==> src/rtl/demux4way32bit_buf.sv <==
// ============================================================================
// Module   : demux4way32bit_buf
// Purpose  : Registered 1-to-4 demux for 32-bit words. Each output has a
//            one-entry valid/ready holding register and a delivery counter.
//            Optional broadcast is built only when DEMUX4_BCAST_EN is defined.
// Revision : 1.0 - initial release
// ============================================================================
`default_nettype none

module demux4way32bit_buf #(
  parameter int CNT_W = 8
) (
  input  logic             clk,
  input  logic             rst_n,
  input  logic             in_valid,
  output logic             in_ready,
  input  logic [31:0]      in_data,
  input  logic [1:0]       in_sel,
  input  logic             in_bcast,
  output logic [3:0]       out_valid,
  input  logic [3:0]       out_ready,
  output logic [31:0]      out_data0,
  output logic [31:0]      out_data1,
  output logic [31:0]      out_data2,
  output logic [31:0]      out_data3,
  output logic [CNT_W-1:0] cnt0,
  output logic [CNT_W-1:0] cnt1,
  output logic [CNT_W-1:0] cnt2,
  output logic [CNT_W-1:0] cnt3
);

  logic [3:0]       w_can_accept;
  logic [3:0]       w_drain;
  logic [3:0]       w_load;
  logic             w_accept;
  logic [31:0]      w_data [4];
  logic [CNT_W-1:0] w_cnt  [4];

  assign w_can_accept = ~out_valid | out_ready;
  assign w_drain      = out_valid & out_ready;
  assign w_accept     = in_valid & in_ready;

`ifdef DEMUX4_BCAST_EN
  always_comb begin
    if (in_bcast) in_ready = &w_can_accept;
    else          in_ready = w_can_accept[in_sel];
  end

  always_comb begin
    w_load = 4'b0000;
    if (w_accept) begin
      if (in_bcast) w_load = 4'b1111;
      else          w_load[in_sel] = 1'b1;
    end
  end
`else
  logic w_unused_bcast;
  assign w_unused_bcast = in_bcast;

  assign in_ready = w_can_accept[in_sel];

  always_comb begin
    w_load = 4'b0000;
    if (w_accept) w_load[in_sel] = 1'b1;
  end
`endif

  // A same-cycle load wins over drain, so a port streams one word per cycle.
  generate
    for (genvar gi = 0; gi < 4; gi++) begin : g_port
      logic             r_valid;
      logic [31:0]      r_data;
      logic [CNT_W-1:0] r_cnt;

      always_ff @(posedge clk) begin
        if (!rst_n) begin
          r_valid <= 1'b0;
          r_data  <= '0;
          r_cnt   <= '0;
        end else begin
          if (w_load[gi]) begin
            r_valid <= 1'b1;
            r_data  <= in_data;
          end else if (w_drain[gi]) begin
            r_valid <= 1'b0;
          end
          if (w_drain[gi]) r_cnt <= r_cnt + CNT_W'(1);
        end
      end

      assign out_valid[gi] = r_valid;
      assign w_data[gi]    = r_data;
      assign w_cnt[gi]     = r_cnt;
    end
  endgenerate

  assign out_data0 = w_data[0];
  assign out_data1 = w_data[1];
  assign out_data2 = w_data[2];
  assign out_data3 = w_data[3];
  assign cnt0      = w_cnt[0];
  assign cnt1      = w_cnt[1];
  assign cnt2      = w_cnt[2];
  assign cnt3      = w_cnt[3];

endmodule

`default_nettype wire

==> config.mk <==
export PLATFORM = sky130hd
export DESIGN_NAME = demux4way32bit_buf
export DESIGN_NICKNAME = d
export VERILOG_FILES = /design/src/rtl/demux4way32bit_buf.sv
export SDC_FILE = /design/constraint.sdc
export NUM_CORES = 1
export LEC_CHECK = 0
export CAP_MARGIN = 10
export CORE_MARGIN = 2
export CORE_UTILIZATION = 25
export DETAILED_ROUTE_END_ITERATION = 8
export GPL_ROUTABILITY_DRIVEN = 0
export SYNTH_ARGS = -nofsm -noshare
export SYNTH_HDL_FRONTEND = slang
export SYNTH_SLANG_ARGS = --single-unit
==> constraint.sdc <==
create_clock -name clk -period 1.7 [get_ports clk]
set_input_delay 0.34 -clock clk [delete_from_list [all_inputs] [get_ports clk]]
set_output_delay 0.34 -clock clk [all_outputs]
set_load 0.05 [all_outputs]
==> results of run 1 <==
==> report_power, final <==
group	internal, uW	switching [uW]	leakage [uW]
logic	403	806	0.00197
clock network	2200	1650	0.000275
registers	3950	59.3	0.00133
==> logic make-up after synthesis <==
logic type / after synthesis
AOI/OAI and AO/OA: 294
and+or+nand+nor: 217
DFF: 164
buffers and inverters: 87
xor gates and xnor gates: 8
muxes: 6
adders and majority gates: 4
==> placed cells by master, fill, tap and decap left out, types with 2 or more instances in the layout <==
cell type and instances:
o21ai_0 107, nand2b_4 3, bufinv_16 2, mux2i_1 5, dfxtp_1 160, o21ai_1 29
and2b_1 3, nand2b_1 8, and3_1 2, dlygate4sd2_1 5, or3_1 7, buf_12 19
nand3_1 141, nor4_1 4, buf_4 194, a21oi_1 148, ha_1 4, o211ai_1 3
clkdlybuf4s50_1 35, nand2_1 20, clkinvlp_4 3, and3b_2 2, nand3_2 3, nor2_1 8
dfxtp_2 4, nand4_1 5, or4_1 4, xor2_1 7, clkinv_4 3, clkinv_2 3
nand3b_1 2, inv_1 8, clkbuf_16 17, o31ai_1 7
==> Yosys cell counts (all sizes together) <==
cell	number	share of area
dfxtp	164	0.50
a21oi	148	0.11
nand3	144	0.11
o21ai	136	0.10
buf	42	0.039
clkbuf	36	0.021
nand2	20	0.011
nand2b	12	0.011
inv	9	0.0052
nor2	8	0.0046
or3	8	0.0078
o31ai	7	0.0080
xor2	7	0.0093
mux2i	5	0.0076
nand4	5	0.0048
and2b	4	0.0048
ha	4	0.0076
nor4	4	0.0038
or4	4	0.0046
o211ai	3	0.0034
and3	2	0.0019
and3b	2	0.0027
nand3b	2	0.0023
mux4	1	0.0034
nor3b	1	0.0019
or3b	1	0.0017
xnor2	1	0.0013
==> critical path, cell delays in order (launching register included) <==
cell and delay [ns]:
dfxtp_2 0.35, nand2b_4 0.06, mux4_2 0.55, buf_8 0.19
==> per-stage QoR <==
step	utilization	power (uW)	setup slack [ns]
6_report	0.364	9070	-0.198
5_1_grt	0.364	9430	-0.246
4_1_cts	0.364	9170	-0.229
3_5_place_dp	0.341	5310	-0.433
3_3_place_gp	0.341	5300	-0.439
2_1_floorplan	-	4770	0.116
==> worst max path at each step <==
stage,from,to,slack (ns),cells past startpoint
2_1_floorplan,cnt0[0]$_SDFFE_PN0P_,cnt0[6]$_SDFFE_PN0P_,0.12,4
3_3_place_gp,out_ready[3],in_ready,-0.44,4
3_5_place_dp,out_ready[3],in_ready,-0.43,4
4_1_cts,g_port[3].r_valid$_SDFFE_PN0P_,in_ready,-0.23,3
5_1_grt,g_port[3].r_valid$_SDFFE_PN0P_,in_ready,-0.25,3
6_report,g_port[3].r_valid$_SDFFE_PN0P_,in_ready,-0.20,3
==> per-layer routing <==
layer	routed length, um	vias to the layer above
met2	11700	235
met5	0	-
met4	613	0
li1	-	3184
met1	10700	3179
met3	1340	35
==> state kept, by name, indices dropped and copies added (netlist names), 8 cells and up <==
signal,flops
cnt1,8
cnt0,8
out_data3,32
out_data2,32
cnt2,8
out_data1,32
out_data0,32
cnt3,8
==> cell type report <==
| class | instances | area (sq um) |
|---|---|---|
| clock inverters | 12 | 133 |
| inverters | 9 | 36.3 |
| flip-flops and latches | 164 | 3290 |
| well taps | 335 | 419 |
| multi-input cells | 529 | 2880 |
| fillers | 2645 | 16500 |
| clock buffers | 19 | 443 |
| repair buffers | 254 | 2250 |
==> repair_timing <==
action / in CTS / in global routing
endpoints found under the setup margin: 1 / 1
hold buffers: 0 / 0
resized for setup: 13 / 1
buffers inserted: 1 / 0
==> flow_summary.yaml, run 1 <==
sta:
  min_period_ns: 1.90
  tns_ns: -0.198
  hold_viol_final: 0
  setup_ws_ns: -0.198
  worstMarginPinSlew_ns: 0.457
  finalSetupViolCount: 1
  holdWs_ns: 0.468
  skew_ns: 0.00841
  period_share: 1.12
  slew_violations: 0
  rsz0062_at_grt: "true"
  fmax_mhz: 527
  max-slew-margin-rel: 0.695
critical_path:
  r2r-end: "cnt3[5]$_SDFFE_PN0P_"
  arrival_ns: 1.56
  rrSetupSlack_ns: 0.29
  cp.required_ns: 1.36
  crit_path_start_kind: "flip-flop"
  reg2regPathDepth: 5
  rr_startpoint: "g_port[3].r_valid$_SDFFE_PN0P_"
  end_kind: "output port"
  critPathKind: "reg -> out"
  crit_fanout: 2
grt:
  grt_pass1_vias: 6307
  gr-usage-met2: 0.281
  gr-total-overflow: 0
  grt_usage: 0.173
  met1_usage: 0.227
  busiest_layer: "met2"
  antenna_found_initial: 0
  met3_usage: 0.0355
  grt_pass1_wl_um: 37500
  grt_max_degree: 65
yosys:
  ys_types: 35
  synth_mux_area_frac: 0.0111
  ys_seq_area_frac: 0.501
  synth_cells: 780
  synth_nets: 826
  synth-compound-area-share: 0.228
  syn-cell-area_sq_um: 6560
  synth-xor-area-share: 0.0107
  synth-adder-area-share: 0.00763
  ys.warnings.count: 0
  synth-simple-area-share: 0.176
  synth_top_family_by_area: "compound AO/OA/AOI/OAI gates"
  avgSynthCellArea_sq_um: 8.41
  synth-seq-cells: 164
placement:
  place_hpwl_um: 16700
  placed_cells: 1290
  io_buffer_count: 205
  dpl_cell_area_sq_um: 8840
floorplanning:
  fp.dieH_um: 166
  die_area_sq_um: 27500
  rows: 59
  ios: 207
  start_util: 0.253
  die_w_um: 166
  core_area_sq_um: 25900
detailed_routing:
  via_count: 6633
  drtIter0Drc: 423
  drc: 0
  first_pass_iters: 5
  drtAntennaViolNets: 0
  drt-total-wl_um: 24300
  wire_per_inst_um: 18.4
  viasPerCell: 5.02
power:
  peakVddDrop_uv: 643
  p_leak_uw: 0.00357
  power_density_nw_per_um2: 960
hold_path:
  hold_depth: 2
  whs_endpoint: "cnt1[7]$_SDFFE_PN0P_"
  min_path_type: "reg -> reg"
  hp-start: "cnt1[7]$_SDFFE_PN0P_"
clock_network:
  clock-sinks: 164
  tritoncts: "yes"
  clockBufferDepth: 2
  insertion_delay_ns: 0.42
  cts_buffers: 17
  clk_pin_slew_worst_paths_ns: 0.06
  root_buffer: "clkbuf_16"
  htreeDepth: 4
finish:
  final_area_sq_um: 9440
  syn2layout_area_growth_pct: 44.0
  fin_cells: 1322
  drive_gt1_frac: 0.266
  antenna_cells: 0
  nets: 1021
run_status:
  violations: "setup timing"
  status: "finished, violations left"
flow_run:
  cap_violations: 0
No activity file was read; power rests on OpenSTA's default activity.
==> run 2, diff against run 1 <==
ABC_AREA = 1   (was default)
==> run 2 against run 1 <==
Against the previous run: the flow now finishes without violations; register-to-register slack got worse by 0.12 ns; area after synthesis rose by 14%; critical path depth rose by 3; non-clock buffer count fell by 5; utilization shrank 1.4 points; synthesized cell count grew 49%; die area rose by 14%; clock power is 4% higher; final cell count grew 34%.
==> flow_summary.yaml, run 2 <==
detailed_routing:
  first_pass_iters: 4
  drt-total-wl_um: 22500
  wire_per_inst_um: 12.7
  viasPerCell: 3.99
  drc: 0
  drtAntennaViolNets: 0
  via_count: 7082
  drtIter0Drc: 367
grt:
  grt_pass1_vias: 6595
  gr-total-overflow: 0
  met1_usage: 0.176
  grt_usage: 0.143
  gr-usage-met2: 0.238
  grt_max_degree: 89
  met3_usage: 0.0524
  antenna_found_initial: 1
  busiest_layer: "met2"
  grt_pass1_wl_um: 35100
finish:
  fillers: 3162
  multi_input_area_sq_um: 2890
  nets: 1415
  drive_gt1_frac: 0.198
  layout.cells.most_common_list: "nand2_1, inv_1, nor2_1"
  layout_commonest_cell: "nand2_1"
  ff_latch_area_sq_um: 3290
  final_area_sq_um: 10400
  syn2layout_area_growth_pct: 38.2
placement:
  place_hpwl_um: 15700
  dp_slack_ns: -0.449
  dpl_cell_area_sq_um: 9680
  io_buffer_count: 205
sta:
  period_share: 0.970
  setup_ws_ns: 0.0516
  rsz0062_at_grt: "true"
  finalSetupViolCount: 0
  slew_violations: 0
  fmax_mhz: 607
  skew_ns: 0.00987
  worstMarginPinSlew_ns: 0.443
  hold_viol_final: 0
  min_period_ns: 1.65
  max-slew-margin-rel: 0.705
critical_path:
  setup.worst_path.end: "in_ready"
  crit_fanout: 4
  arrival_ns: 1.31
  crit_start: "g_port[1].r_valid$_SDFFE_PN0P_"
  critPathKind: "reg -> out"
  end_kind: "output port"
  crit_path_start_kind: "flip-flop"
  rrSetupSlack_ns: 0.17
  rr_startpoint: "g_port[1].r_valid$_SDFFE_PN0P_"
  r2r-end: "out_data2[2]$_SDFFE_PN0P_"
  reg2regPathDepth: 10
  cp.required_ns: 1.36
yosys:
  synth.area.top_cells: "dfxtp_1, nand2_1, inv_1, nor2_1, nand4_1"
  syn-cell-area_sq_um: 7490
  ys_seq_area_frac: 0.438
  synthFlopType: "dfxtp_1"
  ys_types: 24
  yosysMostFrequentCell: "nand2_1"
  avgSynthCellArea_sq_um: 6.44
  synth_nets: 1209
  ys.warnings.count: 0
  yosys.area.top_type: "dfxtp_1"
  synth_top_area_share: 0.438
  synth_async_sr_flop_share: 0
  ys_top_cells_by_count: "nand2_1, inv_1, nor2_1"
  synth-seq-cells: 164
  synth_edf_count: 0
  synth_cells: 1163
power:
  p_leak_uw: 0.00545
  peakVddDrop_uv: 623
  finalPower_uw: 9910
  power_density_nw_per_um2: 957
floorplanning:
  fp.dieH_um: 177
  core_area_sq_um: 29600
  start_util: 0.253
  ios: 207
  die_area_sq_um: 31400
  rows: 63
  die_w_um: 177
flow_run:
  cap_violations: 0
clock_network:
  cts_buffers: 17
  insertion_delay_ns: 0.42
  root_buffer: "clkbuf_16"
  tritoncts: "yes"
  clock-sinks: 164
  clk_pin_slew_worst_paths_ns: 0.06
  clockBufferDepth: 2
  htreeDepth: 4
run_status:
  status: "finished, final reports clean"
hold_path:
  min_path_type: "in -> reg"
-- run 2: changes by cell type in the layout (fill, tap and decap cells not counted), sizes merged, moves of 65 or more --
cell / change
o21ai: -119
nand3: -135
nand4: +65
a21oi: -127
inv: +265
nor2: +218
nand2: +285
-- run 2: stage by stage --
stage | TNS, ns | hold WS (ns) | std cells | util
finish | 0 | 0.305 | 1773 | 0.350
global route | -0.0286 | 0.318 | 1773 | 0.350
CTS | 0 | 0.334 | 1769 | 0.348
detailed placement | -49.47 | 0.477 | 1736 | 0.328
global placement | -42.85 | 0.471 | 1736 | 0.328
floorplan | 0 | 0.475 | 1163 | -
-- run 2: critical path, cell delays in order (launching register included) --
cell     delay (ns)
dfxtp_4        0.36
inv_2          0.06
nor2_4         0.04
nand2_2        0.08
nand2_4        0.07
nor2_8         0.13
buf_12         0.15
-- run 2: worst min-delay path by stage --
| stage | from | endpoint | slack, ns | cells after the start |
|---|---|---|---|---|
| 6_report | out_ready[1] | g_port[1].r_valid$_SDFFE_PN0P_ | 0.30 | 4 |
| 5_1_grt | out_ready[1] | g_port[1].r_valid$_SDFFE_PN0P_ | 0.32 | 4 |
| 4_1_cts | out_ready[3] | g_port[3].r_valid$_SDFFE_PN0P_ | 0.33 | 4 |
| 2_1_floorplan | in_data[24] | out_data0[24]$_SDFFE_PN0P_ | 0.47 | 2 |
| 3_3_place_gp | cnt2[3]$_SDFFE_PN0P_ | cnt2[3]$_SDFFE_PN0P_ | 0.47 | 1 |
| 3_5_place_dp | cnt2[3]$_SDFFE_PN0P_ | cnt2[3]$_SDFFE_PN0P_ | 0.48 | 1 |
-- run 2: layout make-up --
type | count | share of cell area
Antenna cell | 1 | 0.000242
Tap cell | 390 | 0.0471
Clock inverter | 15 | 0.0166
Inverter | 270 | 0.0980
Multi-Input combinational cell | 667 | 0.279
Sequential cell | 164 | 0.318
Clock buffer | 17 | 0.0411
Timing Repair Buffer | 249 | 0.200
-- run 2: kinds of logic after synthesis --
kind of cell             synth area share
AND/OR/NAND/NOR                     0.348
XOR/XNOR                          0.00117
buffers and inverters               0.181
AO/OA/AOI/OAI                      0.0254
adder cells (fa/ha/maj)           0.00668
flip-flops                          0.438
-- run 2: where the power goes --
part           switching [uW]  internal [uW]
registers                99.7           4020
clock network            1790           2210
logic                    1240            556
total                    3120           6790
-- run 2: metal layers --
layer,part of all wire,vias to the layer above
li1,-,3807
met1,0.45,3109
met4,0.0089,0
met2,0.46,153
met5,0,-
met3,0.076,13
-- run 2: what timing repair did --
item	in CTS	in global routing
gates resized for setup	13	12
hold buffers	0	0
buffers inserted	1	3
pin swaps	1	7
setup endpoints to repair	1	11
==> run 3, diff against run 2 <==
CAP_MARGIN = default   (was 10)
==> results of run 3 <==
Final layout, timing and power as in run 2 (identical DEF).
==> variant 1: new RTL, flow settings as in run 2 <==
Add a define of `DEMUX4_BCAST_EN`.
--- a/src/rtl/demux4way32bit_buf.sv
+++ b/src/rtl/demux4way32bit_buf.sv
@@ -7,4 +7,6 @@
 // ============================================================================
 `default_nettype none
+
+`define DEMUX4_BCAST_EN
 
 module demux4way32bit_buf #(
Formal check against the unedited RTL: not equivalent (a bounded check fails within 4 cycles, from zero or initial values and one cycle with rst_n low).
==> variant 1 against run 2 <==
The flow now finishes with violations (negative setup slack). Wire length rose by 8.6%. Count of clock-buffer cells in the layout rose by 4. Setup slack got worse by 0.095 ns. Cell area fell by 1.3%. Fmax fell by 5.4%. Clock power fell by 5%. Critical path depth rose by 1. Combinational power rose by 74%. Sequential cell count did not move. Power rose by 14%. Area after synthesis fell by 5.3%. Cell count fell by 9.9%. Critical path type unchanged.
==> variant 1: results (changes against run 2) <==
Worst-path maximum fanout - 2 (was 4)
Outcome - finished, violations left (was complete, no violations)
Maximum VDD drop - 0.457 mV (was 0.623 mV)
Worst R2R Path Depth - 11 (was 10)
Synth area leaders - dfxtp_1, nor2_1, nand4_1, nand2_1, inv_1 (was dfxtp_1, nand2_1, inv_1, nor2_1, nand4_1)
Worst Setup Slack, final - -0.0430 ns (was 0.0516 ns)
Pre-CTS worst setup slack - -0.395 ns (was -0.449 ns)
Post-CTS setup repair buffer count - 5 (was 1)
Sequential element share of the synthesized area - 46.3% (was 43.8%)
Post_cts resized - 17 (was 13)
Total Routing Usage GR - 15.6% (was 14.3%)
Most frequent cell after synthesis - nor2_1 (was nand2_1)
Failing checks - negative setup slack
Worst Skew - 0.0105 ns (was 0.00987 ns)
Vias/cell - 4.47 (was 3.99)
Most common library cells after synthesis - nor2_1, nand2_1, dfxtp_1 (was nand2_1, inv_1, nor2_1)
Nets@finish - 1253 (was 1415)
Ant diodes - 0 (was 1)
Setup violations, final - 1 (was 0)
Post-DP HPWL - 16600 um (was 15700 um)
Largest net degree at the start of global routing - 80 (was 89)
Layout non-clock buf frac - 23.8% (was 20.0%)
Met1 wire length - 10700 um (was 10100 um)
P_leak - 4.75 nW (was 5.45 nW)
Final setup TNS - -0.0430 ns (was 0 ns)
Post-Synth Adder-Cell Area - 0.705% (was 0.668%)
Max Used Layer - met5 (was met4)
## variant 1: per-stage QoR
stage	total power, mW	utilization, %
2_1_floorplan	6.39	-
3_5_place_dp	7.44	33.7
6_report	11.3	36.7
4_1_cts	11.3	36.0
3_3_place_gp	7.42	33.7
5_1_grt	11.8	36.7
## variant 1: final timing paths
| kind | startpoint | end | slack (ns) |
|---|---|---|---|
| worst min register to register | cnt3[7]$_SDFFE_PN0P_ | cnt3[7]$_SDFFE_PN0P_ | 0.47 |
| worst max-delay path | g_port[1].r_valid$_SDFFE_PN0P_ | in_ready | -0.04 |
| worst min-delay path | out_ready[0] | g_port[0].r_valid$_SDFFE_PN0P_ | 0.30 |
| worst max register to register | g_port[1].r_valid$_SDFFE_PN0P_ | out_data2[15]$_SDFFE_PN0P_ | 0.04 |
## variant 1: metal layers
metal / global-route usage (%) / up-vias
li1: - / 3618
met1: 19.3 / 3289
met2: 25.7 / 207
met3: 4.30 / 27
met4: 5.92 / 2
met5: 0 / -
==> variant 2: new RTL, flow settings as in run 2 <==
Without the edit above. Put a register stage on the outputs `cnt0`, `cnt1`, `cnt2` and `cnt3`, with the module's reset. The values now appear one clock later. The other outputs are not delayed to match.
--- a/src/rtl/demux4way32bit_buf.sv
+++ b/src/rtl/demux4way32bit_buf.sv
@@ -99,8 +99,17 @@
   assign out_data2 = w_data[2];
   assign out_data3 = w_data[3];
-  assign cnt0      = w_cnt[0];
-  assign cnt1      = w_cnt[1];
-  assign cnt2      = w_cnt[2];
-  assign cnt3      = w_cnt[3];
+  always_ff @(posedge clk) begin
+    if (!rst_n) begin
+      cnt0 <= '0;
+      cnt1 <= '0;
+      cnt2 <= '0;
+      cnt3 <= '0;
+    end else begin
+      cnt0 <= w_cnt[0];
+      cnt1 <= w_cnt[1];
+      cnt2 <= w_cnt[2];
+      cnt3 <= w_cnt[3];
+    end
+  end
 
 endmodule
Behaviour: not the same (Yosys sat finds a counterexample within 4 cycles, from zero or initial values and one cycle with rst_n low).
==> variant 2 against run 2 <==
The run now ends with negative setup slack left. Sequential cell count is 32 higher. Count of clock-buffer cells in the layout increased by 1. Setup slack lost 0.094 ns. Sequential share of layout area increased by 3.0 points. Power grew 8.9%. Area after synthesis is 12% higher. Cell area increased by 9.1%. Hold slack got worse by 0.066 ns. Synthesized cell count rose by 8.9%. Wire length is 5.2% higher. Clock power rose by 3%. Critical path type unchanged. Largest power group unchanged.
==> variant 2: results (changes against run 2) <==
DRT Pass-1 Iters - 5 (was 4)
Post-CTS setup repair buffer count - 6 (was 1)
Ant diodes - 0 (was 1)
Worst Skew - 0.0102 ns (was 0.00987 ns)
Cells after Synth - 1267 (was 1163)
Worst R2R Path Depth - 11 (was 10)
Largest net degree at the start of global routing - 56 (was 89)
FF-to-FF Start - g_port[1].r_valid$_SDFFE_PN0P_ (unchanged)
Latest clock arrival within the worst-skew pair - 0.44 ns (was 0.42 ns)
Compound-gate portion of the synthesized area - 1.62% (was 2.54%)
Post-Synth Adder-Cell Area - 0.599% (was 0.668%)
Final Instance Count excl. Fillers - 1924 (was 1773)
Post_cts resized - 19 (was 13)
Vias in the first global route - 7129 (was 6595)
Post-DP HPWL - 16700 um (was 15700 um)
Synth area leaders - dfxtp_1, nand2_1, inv_1, nor2_1, nand4_1 (unchanged)
Sequential element share of the synthesized area - 46.9% (was 43.8%)
Initial antenna violation count - 0 (was 1)
Synth cell types - 23 (was 24)
Worst-path clk slew - 0.07 ns
Crit path DAT - 1.40 ns (was 1.31 ns)
R2r setup slk - 0.20 ns (was 0.17 ns)
Hold Path Stages - 4 (unchanged)
DR WL/cell - 12.3 um (was 12.7 um)
Outcome - finished, violations left (was complete, no violations)
Worst Setup Slack, final - -0.0424 ns (was 0.0516 ns)
Most common library cells after synthesis - nand2_1, inv_1, nor2_1 (unchanged)
Setup violations, final - 1 (was 0)
Fin Hold WS - 0.239 ns (was 0.305 ns)
Total Routing Usage GR - 13.5% (was 14.3%)
Synth Area in XOR/XNOR - 0.105% (was 0.117%)
Failing checks - negative setup slack
Fill count - 3486 (was 3162)
Reg-to-Reg End - out_data3[27]$_SDFFE_PN0P_ (was out_data2[2]$_SDFFE_PN0P_)
DP Area - 0.0106 sq mm (was 0.00968 sq mm)
Layout cell share with drive strength beyond 1 - 18.6% (was 19.8%)
Global-route wire length before repair - 37500 um (was 35100 um)
Vias - 7723 (was 7082)
Maximum VDD drop - 0.681 mV (was 0.623 mV)
P_leak - 6.04 nW (was 5.45 nW)
Crit-path max cell delay - 0.33 ns (was 0.36 ns)
Nets@finish - 1515 (was 1415)
Final setup TNS - -0.0424 ns (was 0 ns)
DRT iter0 DRCs - 318 (was 367)
Worst-path maximum fanout - 2 (was 4)
Rel. slew slack - 66.3% (was 70.5%)
Slowest-stage cell, CP - dfxtp_2 (was dfxtp_4)
HP Start - out_ready[1] (unchanged)
Htree depth - 4 (unchanged)
## variant 2: cell count changes in the layout (fill, tap and decap cells not counted), moves of 5 or more
cell / run 2 / this run
nand2_1: 300 / 341
dfxtp_1: 160 / 192
inv_1: 257 / 284
nor2_1: 220 / 230
o21ai_0: 17 / 8
nor3_1: 12 / 7
## variant 2: through the flow
stage | setup WS (ns) | utilization [%]
2_1_floorplan | 0.301 | -
3_3_place_gp | -0.332 | 32.4
3_5_place_dp | -0.384 | 32.4
4_1_cts | -0.0783 | 34.4
5_1_grt | -0.117 | 34.6
6_report | -0.0424 | 34.6
## variant 2: metal layers
metal	vias to the layer above	track usage, %	share of wire (%)
met2	192	22.2	46
li1	4077	-	-
met3	30	4.30	6.9
met1	3424	16.3	44
met5	-	0	0
met4	0	5.43	2.9
## variant 2: where the power goes
group | total [mW] | internal (mW) | leakage [nW] | switching (mW)
clock | 4.11 | 2.02 | 0.292 | 2.09
combinational | 1.80 | 0.561 | 4.15 | 1.24
sequential | 4.87 | 4.77 | 1.60 | 0.105
## variant 2: final cells by class
class / instances / area (sq um) / area share [%]
timing repair buffer: 248 / 2090 / 18.5
clock buffer: 18 / 439 / 3.89
clock inverter: 14 / 155 / 1.37
inverter: 298 / 1120 / 9.90
multi-input combinational: 708 / 3020 / 26.7
sequential: 196 / 3930 / 34.8
tap: 442 / 553 / 4.89
## variant 2: worst max-delay path, delay by kind of cell (launching register included)
family / cells / cell delay (ns)
buffers and inverters: 3 / 0.32
flip-flops: 1 / 0.33
AND/OR/NAND/NOR: 4 / 0.32
## variant 2: kinds of logic after synthesis
logic type / after synthesis
AO/OA/AOI/OAI: 27
XOR/XNOR: 1
adder cells (fa/ha/maj): 4
buffers and inverters: 363
flip-flops: 196
AND/OR/NAND/NOR: 676
